===== src/rtl/psum_pkg.sv =====
// Shared parameters and FSM encoding for the partial-sum accumulation path.
package psum_pkg;

    localparam int unsigned DEF_DATA_W = 16;
    localparam int unsigned DEF_KH_W   = 3;
    localparam int unsigned DEF_DIM_W  = 8;

    typedef enum logic [1:0] {
        ST_IDLE  = 2'd0,
        ST_RUN   = 2'd1,
        ST_FLUSH = 2'd2,
        ST_DONE  = 2'd3
    } state_t;

endpackage


===== src/rtl/psum_acc_sched_if.sv =====
// Psum input stream and finished-pixel output stream of the accumulator.
interface psum_acc_sched_if
    import psum_pkg::*;
#(
    parameter int unsigned DATA_W = DEF_DATA_W
);
    logic              in_valid;
    logic              in_ready;
    logic [DATA_W-1:0] psum_in;
    logic              out_valid;
    logic              out_ready;
    logic [DATA_W-1:0] out_data;
    logic              out_eol;
    logic              out_eot;

    modport master (
        output in_valid, psum_in, out_ready,
        input  in_ready, out_valid, out_data, out_eol, out_eot
    );

    modport slave (
        input  in_valid, psum_in, out_ready,
        output in_ready, out_valid, out_data, out_eol, out_eot
    );
endinterface


===== src/rtl/psum_tile_cnt.sv =====
// Nested kernel-row / column / row position counter for one output tile.
module psum_tile_cnt
    import psum_pkg::*;
#(
    parameter int unsigned KH_W  = DEF_KH_W,
    parameter int unsigned DIM_W = DEF_DIM_W
) (
    input  logic             clk,
    input  logic             rst,
    input  logic             clr,
    input  logic             step,
    input  logic [KH_W-1:0]  kh,
    input  logic [DIM_W-1:0] out_w,
    input  logic [DIM_W-1:0] out_h,
    output logic             k_first_c,
    output logic             pix_done_c,
    output logic             eol_c,
    output logic             eot_c
);

    logic [KH_W-1:0]  k_cnt;
    logic [DIM_W-1:0] col_cnt;
    logic [DIM_W-1:0] row_cnt;
    logic             row_last_c;

    // Position flags for the psum currently being presented
    assign k_first_c  = (k_cnt == '0);
    assign pix_done_c = (k_cnt == kh - KH_W'(1));
    assign eol_c      = (col_cnt == out_w - DIM_W'(1));
    assign row_last_c = (row_cnt == out_h - DIM_W'(1));
    assign eot_c      = eol_c && row_last_c;

    // Advance k every accepted psum, col on pixel completion, row on col wrap
    always_ff @(posedge clk) begin
        if (rst || clr) begin
            k_cnt   <= '0;
            col_cnt <= '0;
            row_cnt <= '0;
        end else if (step) begin
            if (pix_done_c) begin
                k_cnt <= '0;
                if (eol_c) begin
                    col_cnt <= '0;
                    row_cnt <= row_last_c ? '0 : row_cnt + DIM_W'(1);
                end else begin
                    col_cnt <= col_cnt + DIM_W'(1);
                end
            end else begin
                k_cnt <= k_cnt + KH_W'(1);
            end
        end
    end

endmodule


===== src/rtl/psum_acc_sched.sv =====
// Partial-sum accumulator and tile sequencer: sums cfg_kh psums per pixel
// and streams pixels out with end-of-row / end-of-tile flags.
module psum_acc_sched
    import psum_pkg::*;
#(
    parameter int unsigned DATA_W = DEF_DATA_W,
    parameter int unsigned KH_W   = DEF_KH_W,
    parameter int unsigned DIM_W  = DEF_DIM_W
) (
    input  logic              clk,
    input  logic              rst,
    input  logic              start,
    input  logic [KH_W-1:0]   cfg_kh,
    input  logic [DIM_W-1:0]  cfg_out_w,
    input  logic [DIM_W-1:0]  cfg_out_h,
    psum_acc_sched_if.slave   bus,
    output logic              busy,
    output logic              done
);

    state_t            state;
    logic [KH_W-1:0]   kh_q;
    logic [DIM_W-1:0]  w_q;
    logic [DIM_W-1:0]  h_q;
    logic [DATA_W-1:0] acc;
    logic [DATA_W-1:0] out_data_q;
    logic              out_valid_q;
    logic              out_eol_q;
    logic              out_eot_q;

    logic              in_ready_c;
    logic              accept_c;
    logic              job_start_c;
    logic [DATA_W-1:0] sum_c;
    logic              k_first_c;
    logic              pix_done_c;
    logic              eol_c;
    logic              eot_c;

    // Input is taken only in RUN while the output register is free or draining
    assign in_ready_c  = (state == ST_RUN) && (!out_valid_q || bus.out_ready);
    assign accept_c    = bus.in_valid && in_ready_c;
    assign job_start_c = (state == ST_IDLE) && start;
    assign sum_c       = k_first_c ? bus.psum_in : acc + bus.psum_in;

    assign bus.in_ready  = in_ready_c;
    assign bus.out_valid = out_valid_q;
    assign bus.out_data  = out_data_q;
    assign bus.out_eol   = out_eol_q;
    assign bus.out_eot   = out_eot_q;

    psum_tile_cnt #(
        .KH_W  (KH_W),
        .DIM_W (DIM_W)
    ) u_tile_cnt (
        .clk        (clk),
        .rst        (rst),
        .clr        (job_start_c),
        .step       (accept_c),
        .kh         (kh_q),
        .out_w      (w_q),
        .out_h      (h_q),
        .k_first_c  (k_first_c),
        .pix_done_c (pix_done_c),
        .eol_c      (eol_c),
        .eot_c      (eot_c)
    );

    // Job FSM, accumulator and output register
    always_ff @(posedge clk) begin
        if (rst) begin
            state       <= ST_IDLE;
            kh_q        <= '0;
            w_q         <= '0;
            h_q         <= '0;
            acc         <= '0;
            out_data_q  <= '0;
            out_valid_q <= 1'b0;
            out_eol_q   <= 1'b0;
            out_eot_q   <= 1'b0;
            busy        <= 1'b0;
            done        <= 1'b0;
        end else begin
            done <= 1'b0;

            if (out_valid_q && bus.out_ready) begin
                out_valid_q <= 1'b0;
            end

            // A completing pixel reloads the output even in the handshake cycle
            if (accept_c) begin
                acc <= sum_c;
                if (pix_done_c) begin
                    out_data_q  <= sum_c;
                    out_valid_q <= 1'b1;
                    out_eol_q   <= eol_c;
                    out_eot_q   <= eot_c;
                end
            end

            case (state)
                ST_IDLE: begin
                    if (start) begin
                        kh_q  <= (cfg_kh == '0) ? KH_W'(1) : cfg_kh;
                        w_q   <= (cfg_out_w == '0) ? DIM_W'(1) : cfg_out_w;
                        h_q   <= (cfg_out_h == '0) ? DIM_W'(1) : cfg_out_h;
                        busy  <= 1'b1;
                        state <= ST_RUN;
                    end
                end
                ST_RUN: begin
                    if (accept_c && pix_done_c && eot_c) begin
                        state <= ST_FLUSH;
                    end
                end
                ST_FLUSH: begin
                    if (out_valid_q && bus.out_ready) begin
                        done  <= 1'b1;
                        busy  <= 1'b0;
                        state <= ST_DONE;
                    end
                end
                ST_DONE: begin
                    state <= ST_IDLE;
                end
                default: begin
                    state <= ST_IDLE;
                end
            endcase
        end
    end

endmodule


===== src/flat_wrapper.sv =====
// flat-port wrapper written by rule: the top's interface ports become plain ports
module psum_acc_sched_flat import psum_pkg::*;
#(
    parameter int unsigned DATA_W = DEF_DATA_W,
    parameter int unsigned KH_W   = DEF_KH_W,
    parameter int unsigned DIM_W  = DEF_DIM_W
)
  (clk, rst, start, cfg_kh, cfg_out_w, cfg_out_h, busy, done, bus_in_valid, bus_psum_in, bus_out_ready, bus_in_ready, bus_out_valid, bus_out_data, bus_out_eol, bus_out_eot);
  psum_acc_sched_if #(.DATA_W(DATA_W)) bus_i ();
  input  logic clk;
  input  logic rst;
  input  logic start;
  input  logic [KH_W-1:0] cfg_kh;
  input  logic [DIM_W-1:0] cfg_out_w;
  input  logic [DIM_W-1:0] cfg_out_h;
  output logic busy;
  output logic done;
  input wire logic [$bits(bus_i.in_valid)-1:0] bus_in_valid;
  input wire logic [$bits(bus_i.psum_in)-1:0] bus_psum_in;
  input wire logic [$bits(bus_i.out_ready)-1:0] bus_out_ready;
  output wire logic [$bits(bus_i.in_ready)-1:0] bus_in_ready;
  output wire logic [$bits(bus_i.out_valid)-1:0] bus_out_valid;
  output wire logic [$bits(bus_i.out_data)-1:0] bus_out_data;
  output wire logic [$bits(bus_i.out_eol)-1:0] bus_out_eol;
  output wire logic [$bits(bus_i.out_eot)-1:0] bus_out_eot;
  assign bus_i.in_valid = bus_in_valid;
  assign bus_i.psum_in = bus_psum_in;
  assign bus_i.out_ready = bus_out_ready;
  assign bus_in_ready = bus_i.in_ready;
  assign bus_out_valid = bus_i.out_valid;
  assign bus_out_data = bus_i.out_data;
  assign bus_out_eol = bus_i.out_eol;
  assign bus_out_eot = bus_i.out_eot;
  psum_acc_sched #(.DATA_W(DATA_W), .KH_W(KH_W), .DIM_W(DIM_W)) u_core (.clk(clk), .rst(rst), .start(start), .cfg_kh(cfg_kh), .cfg_out_w(cfg_out_w), .cfg_out_h(cfg_out_h), .bus(bus_i), .busy(busy), .done(done));
endmodule

===== config.mk =====
export PLATFORM = sky130hd
export DESIGN_NAME = psum_acc_sched_flat
export DESIGN_NICKNAME = d
export VERILOG_FILES = /design/src/rtl/psum_pkg.sv /design/src/rtl/psum_acc_sched_if.sv /design/src/rtl/psum_tile_cnt.sv /design/src/rtl/psum_acc_sched.sv /design/src/flat_wrapper.sv
export SDC_FILE = /design/constraint.sdc
export NUM_CORES = 1
export LEC_CHECK = 0
export ABC_AREA = 1
export CORE_UTILIZATION = 42
export CTS_CLUSTER_SIZE = 24
export DETAILED_ROUTE_END_ITERATION = 8
export SYNTH_ARGS = -nofsm -noshare
export SYNTH_HDL_FRONTEND = slang
export SYNTH_SLANG_ARGS = --single-unit

===== constraint.sdc =====
create_clock -name clk -period 4.27 [get_ports clk]
set_clock_uncertainty 0.2 [all_clocks]
set_input_delay 0.427 -clock clk [delete_from_list [all_inputs] [get_ports clk]]
set_output_delay 0.427 -clock clk [all_outputs]
set_load 0.1 [all_outputs]

==> results.ini <==
[global_route]
grt_use_total_pct = 22.3
grt_max_degree = 40
grt_pass1_wl_um = 20600
antenna_found_initial = 0
grt-ovfl-total = 0
first_global_vias = 4575

[timing]
rsz0062_at_grt = no
finalMaxSlewViolations = 0
setup_ws_ns = 1.34
final.setup.tns_ns = 0
max_freq_mhz = 341
final-setup-viol-count = 0
final-hold-violation-count = 0
worstMarginPinSlew_ns = 1.03
fin_crit_sh_pct = 68.7
finalCriticalPeriod_ns = 2.93
whs_ns = 0.264
slew-limit-headroom_pct = 30.9

[clocking]
numCtsBuffers = 9
cts_hold_buf = 0
cts.repair.resized = 0
clkLatencyLatePin_ns = 0.35
cts_setup_buffers = 0
cts_tree = done
htreeDepth = 3
clk_pin_slew_ns = 0.06
cts.sinks = 77
clk_path_buf_depth = 2
clock-root-buffer = clkbuf_16

[critical_path]
cp_max_fo = 3
cp_common_cell = inv_1
cp_cell_sequence = inv_1 > ha_1 > inv_1 > nor2_2 > clkdlybuf4s50_1
critPathLaunchType = flip-flop
crit_path_max_incr_delay_ns = 1.19
crit_family = buffers and inverters
endpoint_kind = output pin
path_buf_inv = 3
cp_slowest_cell = clkdlybuf4s50_1
required_ns = 3.64
crit_type = flip-flop to output pin
critPathArrivalTime_ns = 2.31

[yosys]
synth_largest_area_cell = dfxtp_1
syn-cell-area_um2 = 4890
syn-num-nets = 800
syn_inst = 733
synth-async-reset-ratio_pct = 0
ys_ff_latch = 77
synth-main-ff-cell = dfxtp_1
synth_cell_type_count = 44
netlist_top_cells_area = dfxtp_1, nand2_1, inv_1
synth-seq-area-share_pct = 31.5
synth_top_cell_area_share_pct = 31.5
synth_edf_count = 0
synth.avg_cell_area_um2 = 6.67
yosysWarnings = 0

[pwr]
vdd_drop_max_v = 0.000323
power.total_mw = 2.99
leakagePower_nw = 2.84
powerDensity_nw_per_um2 = 500

[floorplanning]
die_area_um2 = 12100
rows = 39
start_util_pct = 43.0
core_um2 = 11400
fp.dieW_um = 110
ios = 62
die_y_um = 110

[final_layout]
drive_above_1_share_pct = 5.15
fin_nets = 858
diodes = 0
design_area_um2 = 5990
final_cell_count_no_fill = 939
final_util_pct = 52.7
syn_to_final_growth_pct = 22.7

[place]
hpwl_um = 9340
dpl_cell_area_um2 = 5630
dp_cells = 923
detailedPlace.worstSlack_ns = 1.20
place_congestion = 0.865
io_buffers = 61

[route]
drtAntennaViolNets = 0
wl_per_cell_um = 13.2
dr.pass1.iters = 4
vias_per_cell = 5.06
vias = 4751
drt-total-wl_um = 12400
drtIter0Drc = 161
drc = 0

[hold_path]
hold_class = flip-flop to flip-flop

[run_status]
status = completed

[job]
cap_viol_max_count = 0

==> final cells by class <==
cell class                 instances  area, um^2
multi-input combinational        524        2840
inverter                         113         424
clock buffer                      13         270
clock inverter                     3        90.1
fill                            1152        5380
sequential                        77        1540
timing repair buffer              66         648
tap                              143         179
==> per-layer routing <==
| layer | vias up | wire (um) | GRT usage [%] |
|---|---|---|---|
| met5 | - | 0 | 0 |
| met4 | 0 | 185 | 7.43 |
| met3 | 12 | 536 | 5.33 |
| met2 | 73 | 6050 | 40.1 |
| met1 | 2168 | 5600 | 25.6 |
| li1 | 2498 | - | - |
==> layout by cell type, fill, tap and decap left out, types with 3 or more instances in the layout <==
cell type / instances
nand2_1: 175
inv_1: 106
dfxtp_1: 77
clkdlybuf4s50_1: 61
nand3_1: 57
nor2_1: 54
a21oi_1: 53
o21ai_0: 51
ha_1: 26
xor2_1: 15
o21a_1: 13
o21bai_1: 10
nor3_1: 10
clkbuf_16: 9
xnor2_1: 7
o211ai_1: 6
nand4_1: 6
inv_2: 5
nor2_2: 5
a211oi_1: 5
buf_4: 5
o21ai_1: 4
nor3b_1: 3
nor4_1: 3
bufinv_16: 3
clkbuf_8: 3
==> synthesized netlist by cell type, types with 3 or more instances <==
master,count
nor4_1,3
inv_1,106
nor3b_1,3
a21oi_1,53
o21bai_1,10
ha_1,26
o21ai_1,4
nand4_1,6
dfxtp_1,77
nand3_1,57
inv_2,5
o21a_1,13
buf_2,3
clkbuf_1,14
xnor2_1,7
o21ai_0,51
nor2_2,5
a211oi_1,5
nor3_1,10
nor2_1,54
xor2_1,15
nand2_1,175
o211ai_1,6
==> report_power, final <==
part,total (mW),switching [mW],internal (mW)
Sequential,0.893,0.0782,0.815
Combinational,1.18,0.767,0.415
Clock,0.919,0.300,0.619
==> worst paths after layout <==
path / from / endpoint / cells after the start / slack (ns)
max: u_core.state[1] / bus_in_ready / 5 / 1.34
min reg2reg: u_core.bus.out_data[2] / u_core.bus.out_data[2] / 2 / 0.26
max reg2reg: u_core.state[1] / u_core.u_tile_cnt.col_cnt[6] / 13 / 1.58
min: u_core.bus.out_data[2] / u_core.bus.out_data[2] / 2 / 0.26
==> registers in the layout, summed over array words and instances, names as in the netlist <==
signal and count:
u_core.acc 16, u_core.bus.out_data 16, u_core.bus.out_eol 1, u_core.bus.out_eot 1, u_core.bus.out_valid 1, u_core.busy 1
u_core.done 1, u_core.h_q 8, u_core.kh_q 3, u_core.state 2, u_core.u_tile_cnt.col_cnt 8, u_core.u_tile_cnt.k_cnt 3
u_core.u_tile_cnt.row_cnt 8, u_core.w_q 8
==> cells by family after synthesis <==
family                     count (synthesis)  share of synthesized area (%)
xor gates and xnor gates                  22                           3.94
AOI/OAI and AO/OA                        148                           17.4
buffers and inverters                    132                           10.3
DFF                                       77                           31.5
adders and majority gates                 27                           7.07
and+or+nand+nor                          326                           29.6
muxes                                      1                          0.205
==> worst reg2reg max path, stage by stage, from the launching register on <==
cell,delay (ns)
dfxtp_1,0.33
inv_1,0.11
ha_1,0.16
inv_1,0.06
nor2_2,0.11
nand2_1,0.33
nor2_4,0.23
buf_4,0.34
inv_2,0.22
nor4_4,0.25
nand3_1,0.11
nand2_1,0.07
nand2_1,0.04
nor2_1,0.07
Note: power is estimated with default switching activity, not from simulation.
